### src/rtl/riscv_pkg.sv
// rtl/riscv_pkg.sv - shared types and constants for the instruction-memory loader
//
// Purpose: loader state encoding, default interface widths and the
// word-index width helper used by imem_loader.
// Ports: none (package).

package riscv_pkg;

  localparam int DEF_INST_WIDTH = 32;
  localparam int DEF_DATA_WIDTH = 32;
  localparam int DEF_SHIFT      = 2;
  localparam int DEF_MEM_SIZE   = 16;

  localparam int BYTES_PER_WORD = DEF_INST_WIDTH / 8;

  // One extra bit so the index can hold MEM_SIZE itself (a full-length count).
  function automatic int idx_width(input int mem_size);
    return $clog2(mem_size) + 1;
  endfunction

  localparam int IDX_W = idx_width(DEF_MEM_SIZE);

  typedef enum logic [2:0] {
    IDLE  = 3'd0,
    LEN   = 3'd1,
    DATA  = 3'd2,
    WRITE = 3'd3,
    DONE  = 3'd4,
    ERR   = 3'd5
  } loader_state_e;

endpackage

### src/rtl/imem_loader.sv
// rtl/imem_loader.sv - byte-stream to instruction-memory loader with core hold
//
// Purpose: receives a length byte followed by N little-endian instruction
// words, writes them to consecutive imem words and releases the core only
// after a complete, well-formed image has been written.
// Ports:
//   clk        rising-edge clock
//   reset      asynchronous active-low reset
//   start      one-cycle pulse, begins a new load (ignored mid-load)
//   rx_valid   byte-stream valid
//   rx_data    byte-stream data
//   rx_ready   byte accepted when rx_valid & rx_ready
//   wr_en      imem write strobe, one cycle per word
//   wr_addr    imem byte address of the word being written
//   wr_data    packed instruction word
//   core_hold  1 = keep data_path in reset
//   done       level, last load completed
//   error      level, last load aborted on a bad length

module imem_loader
  import riscv_pkg::*;
#(
  parameter int INST_WIDTH = DEF_INST_WIDTH,
  parameter int DATA_WIDTH = DEF_DATA_WIDTH,
  parameter int SHIFT      = DEF_SHIFT,
  parameter int MEM_SIZE   = DEF_MEM_SIZE
) (
  input  logic                  clk,
  input  logic                  reset,
  input  logic                  start,
  input  logic                  rx_valid,
  input  logic [7:0]            rx_data,
  output logic                  rx_ready,
  output logic                  wr_en,
  output logic [DATA_WIDTH-1:0] wr_addr,
  output logic [INST_WIDTH-1:0] wr_data,
  output logic                  core_hold,
  output logic                  done,
  output logic                  error
);

  localparam int           W_IDX   = idx_width(MEM_SIZE);
  localparam int           CNT_W   = $clog2(INST_WIDTH / 8);
  localparam logic [8:0]   MAX_LEN = 9'(MEM_SIZE);
  localparam logic [CNT_W-1:0] LAST_BYTE = CNT_W'((INST_WIDTH / 8) - 1);

  loader_state_e         state_q, state_d;
  logic [CNT_W-1:0]      byte_cnt_q, byte_cnt_d;
  logic [W_IDX-1:0]      word_idx_q, word_idx_d;
  logic [W_IDX-1:0]      len_q, len_d;
  logic [INST_WIDTH-1:0] shreg_q, shreg_d;
  logic [INST_WIDTH-1:0] wr_data_q, wr_data_d;
  logic [DATA_WIDTH-1:0] wr_addr_q, wr_addr_d;

  logic                  rx_fire;
  logic                  len_bad;
  logic [W_IDX-1:0]      word_idx_inc;

  assign rx_fire      = rx_valid & rx_ready;
  assign len_bad      = (rx_data == 8'd0) || ({1'b0, rx_data} > MAX_LEN);
  assign word_idx_inc = word_idx_q + 1'b1;

  // State and datapath registers.
  always_ff @(posedge clk or negedge reset) begin
    if (!reset) begin
      state_q    <= IDLE;
      byte_cnt_q <= '0;
      word_idx_q <= '0;
      len_q      <= '0;
      shreg_q    <= '0;
      wr_data_q  <= '0;
      wr_addr_q  <= '0;
    end else begin
      state_q    <= state_d;
      byte_cnt_q <= byte_cnt_d;
      word_idx_q <= word_idx_d;
      len_q      <= len_d;
      shreg_q    <= shreg_d;
      wr_data_q  <= wr_data_d;
      wr_addr_q  <= wr_addr_d;
    end
  end

  // Next-state and datapath update.
  always_comb begin
    state_d    = state_q;
    byte_cnt_d = byte_cnt_q;
    word_idx_d = word_idx_q;
    len_d      = len_q;
    shreg_d    = shreg_q;
    wr_data_d  = wr_data_q;
    wr_addr_d  = wr_addr_q;

    unique case (state_q)
      IDLE, DONE, ERR: begin
        if (start) begin
          state_d    = LEN;
          word_idx_d = '0;
          byte_cnt_d = '0;
        end
      end

      LEN: begin
        if (rx_fire) begin
          if (len_bad) begin
            state_d = ERR;
          end else begin
            len_d      = W_IDX'(rx_data);
            byte_cnt_d = '0;
            state_d    = DATA;
          end
        end
      end

      DATA: begin
        if (rx_fire) begin
          // Shift in from the top: after a full word, byte 0 sits in the LSBs.
          shreg_d    = {rx_data, shreg_q[INST_WIDTH-1:8]};
          byte_cnt_d = byte_cnt_q + 1'b1;
          if (byte_cnt_q == LAST_BYTE) begin
            // The output word/address only change here, so they stay stable
            // outside the WRITE cycle and a partial word never reaches them.
            wr_data_d = {rx_data, shreg_q[INST_WIDTH-1:8]};
            wr_addr_d = DATA_WIDTH'(word_idx_q) << SHIFT;
            state_d   = WRITE;
          end
        end
      end

      WRITE: begin
        word_idx_d = word_idx_inc;
        state_d    = (word_idx_inc == len_q) ? DONE : DATA;
      end

      default: state_d = IDLE;
    endcase
  end

  // Outputs decoded from the registered state.
  always_comb begin
    rx_ready  = (state_q == LEN) || (state_q == DATA);
    wr_en     = (state_q == WRITE);
    core_hold = (state_q != DONE);
    done      = (state_q == DONE);
    error     = (state_q == ERR);
    wr_addr   = wr_addr_q;
    wr_data   = wr_data_q;
  end

endmodule
### config.mk
export PLATFORM = sky130hd
export DESIGN_NAME = imem_loader
export DESIGN_NICKNAME = d
export VERILOG_FILES = /design/src/rtl/riscv_pkg.sv /design/src/rtl/imem_loader.sv
export SDC_FILE = /design/constraint.sdc
export NUM_CORES = 1
export LEC_CHECK = 0
export ABC_CLOCK_PERIOD_IN_PS = 5500
export CAP_MARGIN = 20
export CORE_MARGIN = 5
export CORE_UTILIZATION = 51
export CTS_BUF_LIST = sky130_fd_sc_hd__clkbuf_16
export DETAILED_ROUTE_END_ITERATION = 10
export PLACE_DENSITY = 0.92
export SLEW_MARGIN = 20
export SYNTH_ARGS = -nofsm -noshare
export SYNTH_HDL_FRONTEND = slang
export SYNTH_SLANG_ARGS = --single-unit
### constraint.sdc
create_clock -name clk -period 5.5 [get_ports clk]
set_clock_uncertainty 0.15 [all_clocks]
set_input_delay 1.65 -clock clk [delete_from_list [all_inputs] [get_ports clk]]
set_output_delay 1.65 -clock clk [all_outputs]
set_load 0.02 [all_outputs]
Word level (Yosys, flattened, before mapping) --
Cells that the tools add are included.
Word-level totals: bits in registers 84, input port bits 12
Cells by class: $add $sub $neg 2, order comparisons 1, equality and inequality tests 13, muxes and demuxes 14, bitwise operators 2, reduce and logical (&&, ||, !) cells 13
Operator list (number):
- $mux 3 | 6
- $pmux 3 s4 | 1
- $ne 2x2->1 const B | 5
- $pmux 5 s2 | 1
- $gt 8x5->1 const B | 1
- $logic_not 8->1 | 1
- $mux 2 | 4
- $eq 3x2->1 const B | 2
- $eq 3x3->1 const B | 2
- $pmux 2 s3 | 1
- $reduce_and 3->1 | 2
- $add 5x1->5 const B | 1
- $eq 5x5->1 | 1
- $mux 5 | 1
- $reduce_and 5->1 | 1
- $reduce_and 2->1 | 2
- $reduce_and 4->1 | 1
- $eq 3x1->1 const B | 1
- $logic_not 3->1 | 1
- $ne 3x3->1 const B | 1
- $reduce_bool 3->1 | 1
- $reduce_or 3->1 | 1
- $add 2x1->2 const B | 1
- $eq 2x2->1 const B | 1
- other kinds (4) | 5

Logic depth before layout (Yosys ltp) --
Gate-level depths: netlist (run 1).
word-level depth 5, depth in mapped cells 6

Worst setup path before layout (run 1) --
Ideal clock, no wire load.
path kind register to output, start point register state_q[2], end point output done, data arrival time 1373 ps, data required time 3700 ps, setup slack 2327 ps, cell stages (with the launch flop) 4, cell sequence dfrtp_1 > clkbuf_1 > or3b_2 > inv_1
Between the ends: word-level cells in the longest chain between the ends 1
Ends and longest elaborated chain:
- start, declared | line imem_loader.sv:47 | loader_state_e state_q, state_d;
- start signal, assigned | line imem_loader.sv:74 | state_q <= state_d;
- $eq 3x3->1 | line imem_loader.sv:144 | done = (state_q == DONE);
- end, declared | line imem_loader.sv:38 | output logic done,
Every way passes these cells.

Final worst setup path (run 1) --
start point register state_q[1], end point output done
Same word-level chain as after synthesis.

==> results of run 1 <==
## layout by cell type, fill, tap and decap left out, drive strengths merged, types with 3 or more instances in the layout
master          n
o21a            3
conb           27
nor2           11
clkdlybuf4s50  52
clkbuf          9
mux2           66
nand2b          4
nand2           4
xnor2           7
dfrtp          76
clkinv          3
a21oi           8
nor2b           4
## worst paths after layout
check                                                from                        end  slack, ps  cells after the start
worst min-delay path            byte_cnt_q[0]$_DFFE_PN0P_  byte_cnt_q[0]$_DFFE_PN0P_        320                      1
max in group asynchronous                           reset  word_idx_q[2]$_DFFE_PN0P_       3310                      1
worst max register to register     state_q[1]$_DFFE_PN0P_     wr_addr[2]$_DFFE_PN0P_       3100                      3
min in group asynchronous                           reset     state_q[2]$_DFFE_PN0P_       1300                      1
worst min register to register  byte_cnt_q[0]$_DFFE_PN0P_  byte_cnt_q[0]$_DFFE_PN0P_        320                      1
worst max-delay path               state_q[1]$_DFFE_PN0P_                       done       1550                      3
## metal layers
| layer | routed length, um | track usage |
|---|---|---|
| met4 | 49 | 0.05174 |
| met3 | 349 | 0.05310 |
| met2 | 3363 | 0.2704 |
| met5 | 0 | 0 |
| met1 | 2638 | 0.1893 |
## worst max-delay path, cell delays in order (launching register included)
cell and delay [ps]:
dfrtp_1 600, or3b_2 570, inv_1 60, clkdlybuf4s50_1 590
## flip-flops by register name (all words and copies together), names as in the netlist
register	cells
wr_data	32
shreg_q	24
len_q	5
word_idx_q	5
wr_addr	5
state_q	3
byte_cnt_q	2
## cell families after synthesis
group / after synthesis / share of synthesized area
DFF: 76 / 0.5343
muxes: 68 / 0.2460
buffers and inverters: 40 / 0.08084
and+or+nand+nor: 36 / 0.06257
AOI/OAI and AO/OA: 24 / 0.04605
xor gates and xnor gates: 9 / 0.02215
adders and majority gates: 2 / 0.007029
other: 1 / 0.001053
## power by group
group          internal (W)  switching (W)  leakage [nW]  total, W
sequential         0.000625      0.0000759          1.05  0.000701
combinational      0.000143       0.000134         0.946  0.000277
clock              0.000395       0.000225         0.153  0.000621
total               0.00116       0.000435          2.15   0.00160
## Yosys cell counts, types with 2 or more instances
cell type	instances
mux2i_1	2
nand3_1	2
and3b_1	2
a21oi_1	8
dfrtp_1	76
ha_1	2
buf_4	28
o21a_1	3
buf_2	2
a31oi_1	2
nand3b_1	2
xor2_1	2
buf_6	4
nand2_1	3
nor2_1	11
mux2_4	30
nand2b_1	4
nor2b_1	3
xnor2_1	7
mux2_2	36
clkbuf_1	4
o21ai_0	2
## final cells by class
type,instances,area share
flip-flops and latches,76,0.4378
multi-input cells,166,0.3378
repair buffers,54,0.1233
clock buffers,9,0.05184
well taps,96,0.02765
clock inverters,7,0.02074
inverters,1,0.0008641
## metrics by stage
step / cells / hold WS (ps)
2_1_floorplan: 282 / 296.1
3_3_place_gp: 393 / 311.0
3_5_place_dp: 393 / 319.4
4_1_cts: 409 / 327.1
5_1_grt: 409 / 353.4
6_report: 409 / 324.4
==> results.cfg, run 1 <==
[status]
status = finished, final reports clean

[sta]
worst_pin_slew_ps = 911.7
rsz0062_at_grt = no
layout_min_cycle_time_ps = 3954
drv_slew = 0
finalSetupTns_ps = 0
hold_viol = 0
max_freq_ghz = 0.2529
finalCritPeriodShare = 0.7190
layout_setup_ws_ps = 1546
slew_headroom = 0.3922
finalSetupViolations = 0

[synthesis]
synth_ff_type = dfrtp_1
syn_area_um2 = 3560
seq_area_frac_synth = 0.5343
yosys_warnings = 0
syn-instance-count = 256
ys_types = 43
synth_area_leaders = dfrtp_1 53%, mux2_4 13%, mux2_2 11%, buf_4 5.9%, xnor2_1 1.7%
ys_seq_elements = 76
syn_area_per_cell_um2 = 13.90
post-synth-top-area-fraction = 0.5343
synth_top_cell_by_area = dfrtp_1
synthArstFlopShare = 1.000
synth_edf_count = 0

[placed_design]
place_area_um2 = 4029
io_buffer_count = 53
dp_hpwl_um = 4383
routabilityCongestion = 0.7446
dp_slack_ps = 1502

[drt]
firstDrtPassIters = 4
drt_wl_total_um = 6401
vias = 2038
wl_per_cell_um = 15.65
routed_via_density = 4.983
antenna_left = 0
drc = 0
drt_iter0_drc = 80

[cells_and_area]
area_delta_synth_final_pct = 22.04
layout.nets = 322
n_antenna_cell = 0
final_util = 0.6394
multi_input_area_um2 = 1468
fill_cells = 496
drive_gt1_frac = 0.2780
finish.instance_area_um2 = 4344
seqCellArea_um2 = 1902

[power]
ir_worst_vdd_mv = 0.2077
p_leak_nw = 2.149
p_per_area_nw_per_um2 = 367.8
power.total_w = 0.001598

[cts]
cts_tree = yes
cts_root_buffer = clkbuf_16
clock_latency_ps = 330
ctsHoldBuffers = 0
cts_sinks = 76
path_clk_slew_ps = 60
numCtsBuffers = 9
cts_setup_buffers = 0
htreeDepth = 3
cts_resized = 0
cts_max_path_buffers = 2

[global_routing]
grt-ovfl-total = 0
grt_pass1_wl_um = 10720
grt_start_max_net_pins = 77
grt_pass1_vias = 2208
antenna_found_initial = 0
track_usage = 0.1588

[setup_path]
crit_path_end_kind = output pin
worstSetupPathType = register to output pin
required_ps = 3700
crit_path_max_fanout = 21
crit_arrival_ps = 2150
worstSetupStartpointType = register

[die]
core_um2 = 6794
core.rowCount = 30
die_h_um = 93.55
die_area_um2 = 8751
dieWidth_um = 93.55
start_util = 0.5239
top_level_ports = 81

[min_path]
hold_class = register to register

[run]
maxCapViolCount = 0
Note: power is estimated with default switching activity, not from simulation.
==> run 2, diff against run 1 <==
--- a/config.mk
+++ b/config.mk
@@ -5,13 +5,13 @@
 export SDC_FILE = /design/constraint.sdc
 export NUM_CORES = 1
 export LEC_CHECK = 0
-export ABC_CLOCK_PERIOD_IN_PS = 5500
+export ABC_CLOCK_PERIOD_IN_PS = 4000
 export CAP_MARGIN = 20
 export CORE_MARGIN = 5
-export CORE_UTILIZATION = 51
+export CORE_UTILIZATION = 50
 export CTS_BUF_LIST = sky130_fd_sc_hd__clkbuf_16
 export DETAILED_ROUTE_END_ITERATION = 10
-export PLACE_DENSITY = 0.92
+export PLACE_DENSITY = 0.91
 export SLEW_MARGIN = 20
 export SYNTH_ARGS = -nofsm -noshare
 export SYNTH_HDL_FRONTEND = slang
==> constraint.sdc (replaced) <==
create_clock -name clk -period 4 [get_ports clk]
set_clock_uncertainty 0.15 [all_clocks]
set_input_delay 1.2 -clock clk [delete_from_list [all_inputs] [get_ports clk]]
set_output_delay 1.2 -clock clk [all_outputs]
set_load 0.02 [all_outputs]
==> run 2 against run 1 <==
  * Cell area grew 0.52%
  * Critical path depth is the same
  * Register-to-register slack lost 1400 ps
  * Sequential power grew 38%
  * Non-clock buffer count grew 1
  * Global-route usage shrank 0.23 points
  * Worst setup slack lost 1100 ps
  * First-iteration DRC count shrank 13%
  * Critical endpoint unchanged
  * Largest cell class unchanged
==> results.cfg, run 2 (same netlist as run 1, synthesis figures left out) <==
[sta]
rsz0062_at_grt = no
worst_pin_slew_ps = 936.2
finalSetupViolations = 0
layout_min_cycle_time_ps = 3506
layout_setup_ws_ps = 494.5
hold_viol = 0
slew_headroom = 0.3759
finalCritPeriodShare = 0.8764
holdWs_ps = 319.6
finalSetupTns_ps = 0
max_freq_ghz = 0.2853
drv_slew = 0

[global_routing]
grt_pass1_vias = 2203
track_usage = 0.1566
grt_pass1_wl_um = 10740
antenna_found_initial = 0
grt-ovfl-total = 0
grt_start_max_net_pins = 77

[cells_and_area]
area_delta_synth_final_pct = 22.67
finish.instance_area_um2 = 4367
seqCellArea_um2 = 1902
largest_register_ffs = 32
final_cell_mix = 76 x dfrtp_1, 52 x clkdlybuf4s50_1, 36 x mux2_2
drive_gt1_frac = 0.2834
final_common_cell = dfrtp_1
n_antenna_cell = 0
layout.nets = 323
fill_cells = 524
multi_input_area_um2 = 1468

[placed_design]
routabilityCongestion = 0.7740
dp_hpwl_um = 4415
dp_slack_ps = 516.7
io_buffer_count = 53
place_area_um2 = 4036

[die]
dieWidth_um = 94.38
top_level_ports = 81
start_util = 0.5182
die_h_um = 94.38
die_area_um2 = 8907
core_um2 = 6869
core.rowCount = 30

[cts]
ctsHoldBuffers = 0
path_clk_slew_ps = 60
cts_setup_buffers = 0
clock_latency_ps = 330
htreeDepth = 3
cts_root_buffer = clkbuf_16
cts_max_path_buffers = 2
cts_resized = 0
cts_sinks = 76
numCtsBuffers = 9
cts_tree = yes

[drt]
vias = 2034
drt_wl_total_um = 6437
firstDrtPassIters = 4
drt_iter0_drc = 70
wl_per_cell_um = 15.70
antenna_left = 0
routed_via_density = 4.961
drc = 0

[min_path]
hold_class = register to register

[setup_path]
worstSetupStartpointType = register
worstSetupPathType = register to output pin
crit_path_end_kind = output pin
required_ps = 2650
crit_arrival_ps = 2160
crit_path_max_fanout = 21

[power]
p_leak_nw = 2.160
ir_worst_vdd_mv = 0.2859
p_per_area_nw_per_um2 = 510.7

[status]
status = finished, final reports clean

[run]
maxCapViolCount = 0
==> run 2: final cells by class <==
class / instances / area share
Clock buffer: 9 / 0.05158
Sequential cell: 76 / 0.4355
Inverter: 1 / 0.0008596
Multi-Input combinational cell: 166 / 0.3361
Timing Repair Buffer: 55 / 0.1244
Clock inverter: 7 / 0.02407
Tap cell: 96 / 0.02751
==> run 2: path summary, 6_finish.rpt <==
path / start / end / slack [ps] / depth (start not counted)
worst max-delay path: state_q[1]$_DFFE_PN0P_ / done / 490 / 3
worst min-delay path: byte_cnt_q[0]$_DFFE_PN0P_ / byte_cnt_q[0]$_DFFE_PN0P_ / 320 / 1
worst max register to register: state_q[1]$_DFFE_PN0P_ / wr_data[19]$_DFFE_PN0P_ / 1660 / 3
worst min register to register: byte_cnt_q[0]$_DFFE_PN0P_ / byte_cnt_q[0]$_DFFE_PN0P_ / 320 / 1
max in group asynchronous: reset / state_q[0]$_DFFE_PN0P_ / 2230 / 1
min in group asynchronous: reset / wr_data[31]$_DFFE_PN0P_ / 840 / 1
==> run 2: through the flow <==
stage / utilization / total power (W) / std cells
2_1_floorplan: - / 0.001250 / 282
3_3_place_gp: 0.5876 / 0.001333 / 394
3_5_place_dp: 0.5876 / 0.001358 / 394
4_1_cts: 0.6357 / 0.002251 / 410
5_1_grt: 0.6357 / 0.002332 / 410
6_report: 0.6357 / 0.002230 / 410
==> run 2: report_power, final <==
group	internal (W)	switching, W	leakage (nW)	total [W]
sequential	0.000859	0.000108	1.05	0.000966
combinational	0.000197	0.000181	0.952	0.000378
clock	0.000556	0.000330	0.159	0.000885
==> run 2: layer usage <==
| layer | track usage | routed length, um |
|---|---|---|
| met3 | 0.02869 | 329 |
| met1 | 0.1931 | 2699 |
| met5 | 0 | 0 |
| met4 | 0.09025 | 114 |
| met2 | 0.2577 | 3294 |
==> run 2: worst max-delay path, stage by stage (launching register included) <==
cell	delay [ps]
dfrtp_1	600
or3b_2	570
inv_1	60
clkdlybuf4s50_1	590
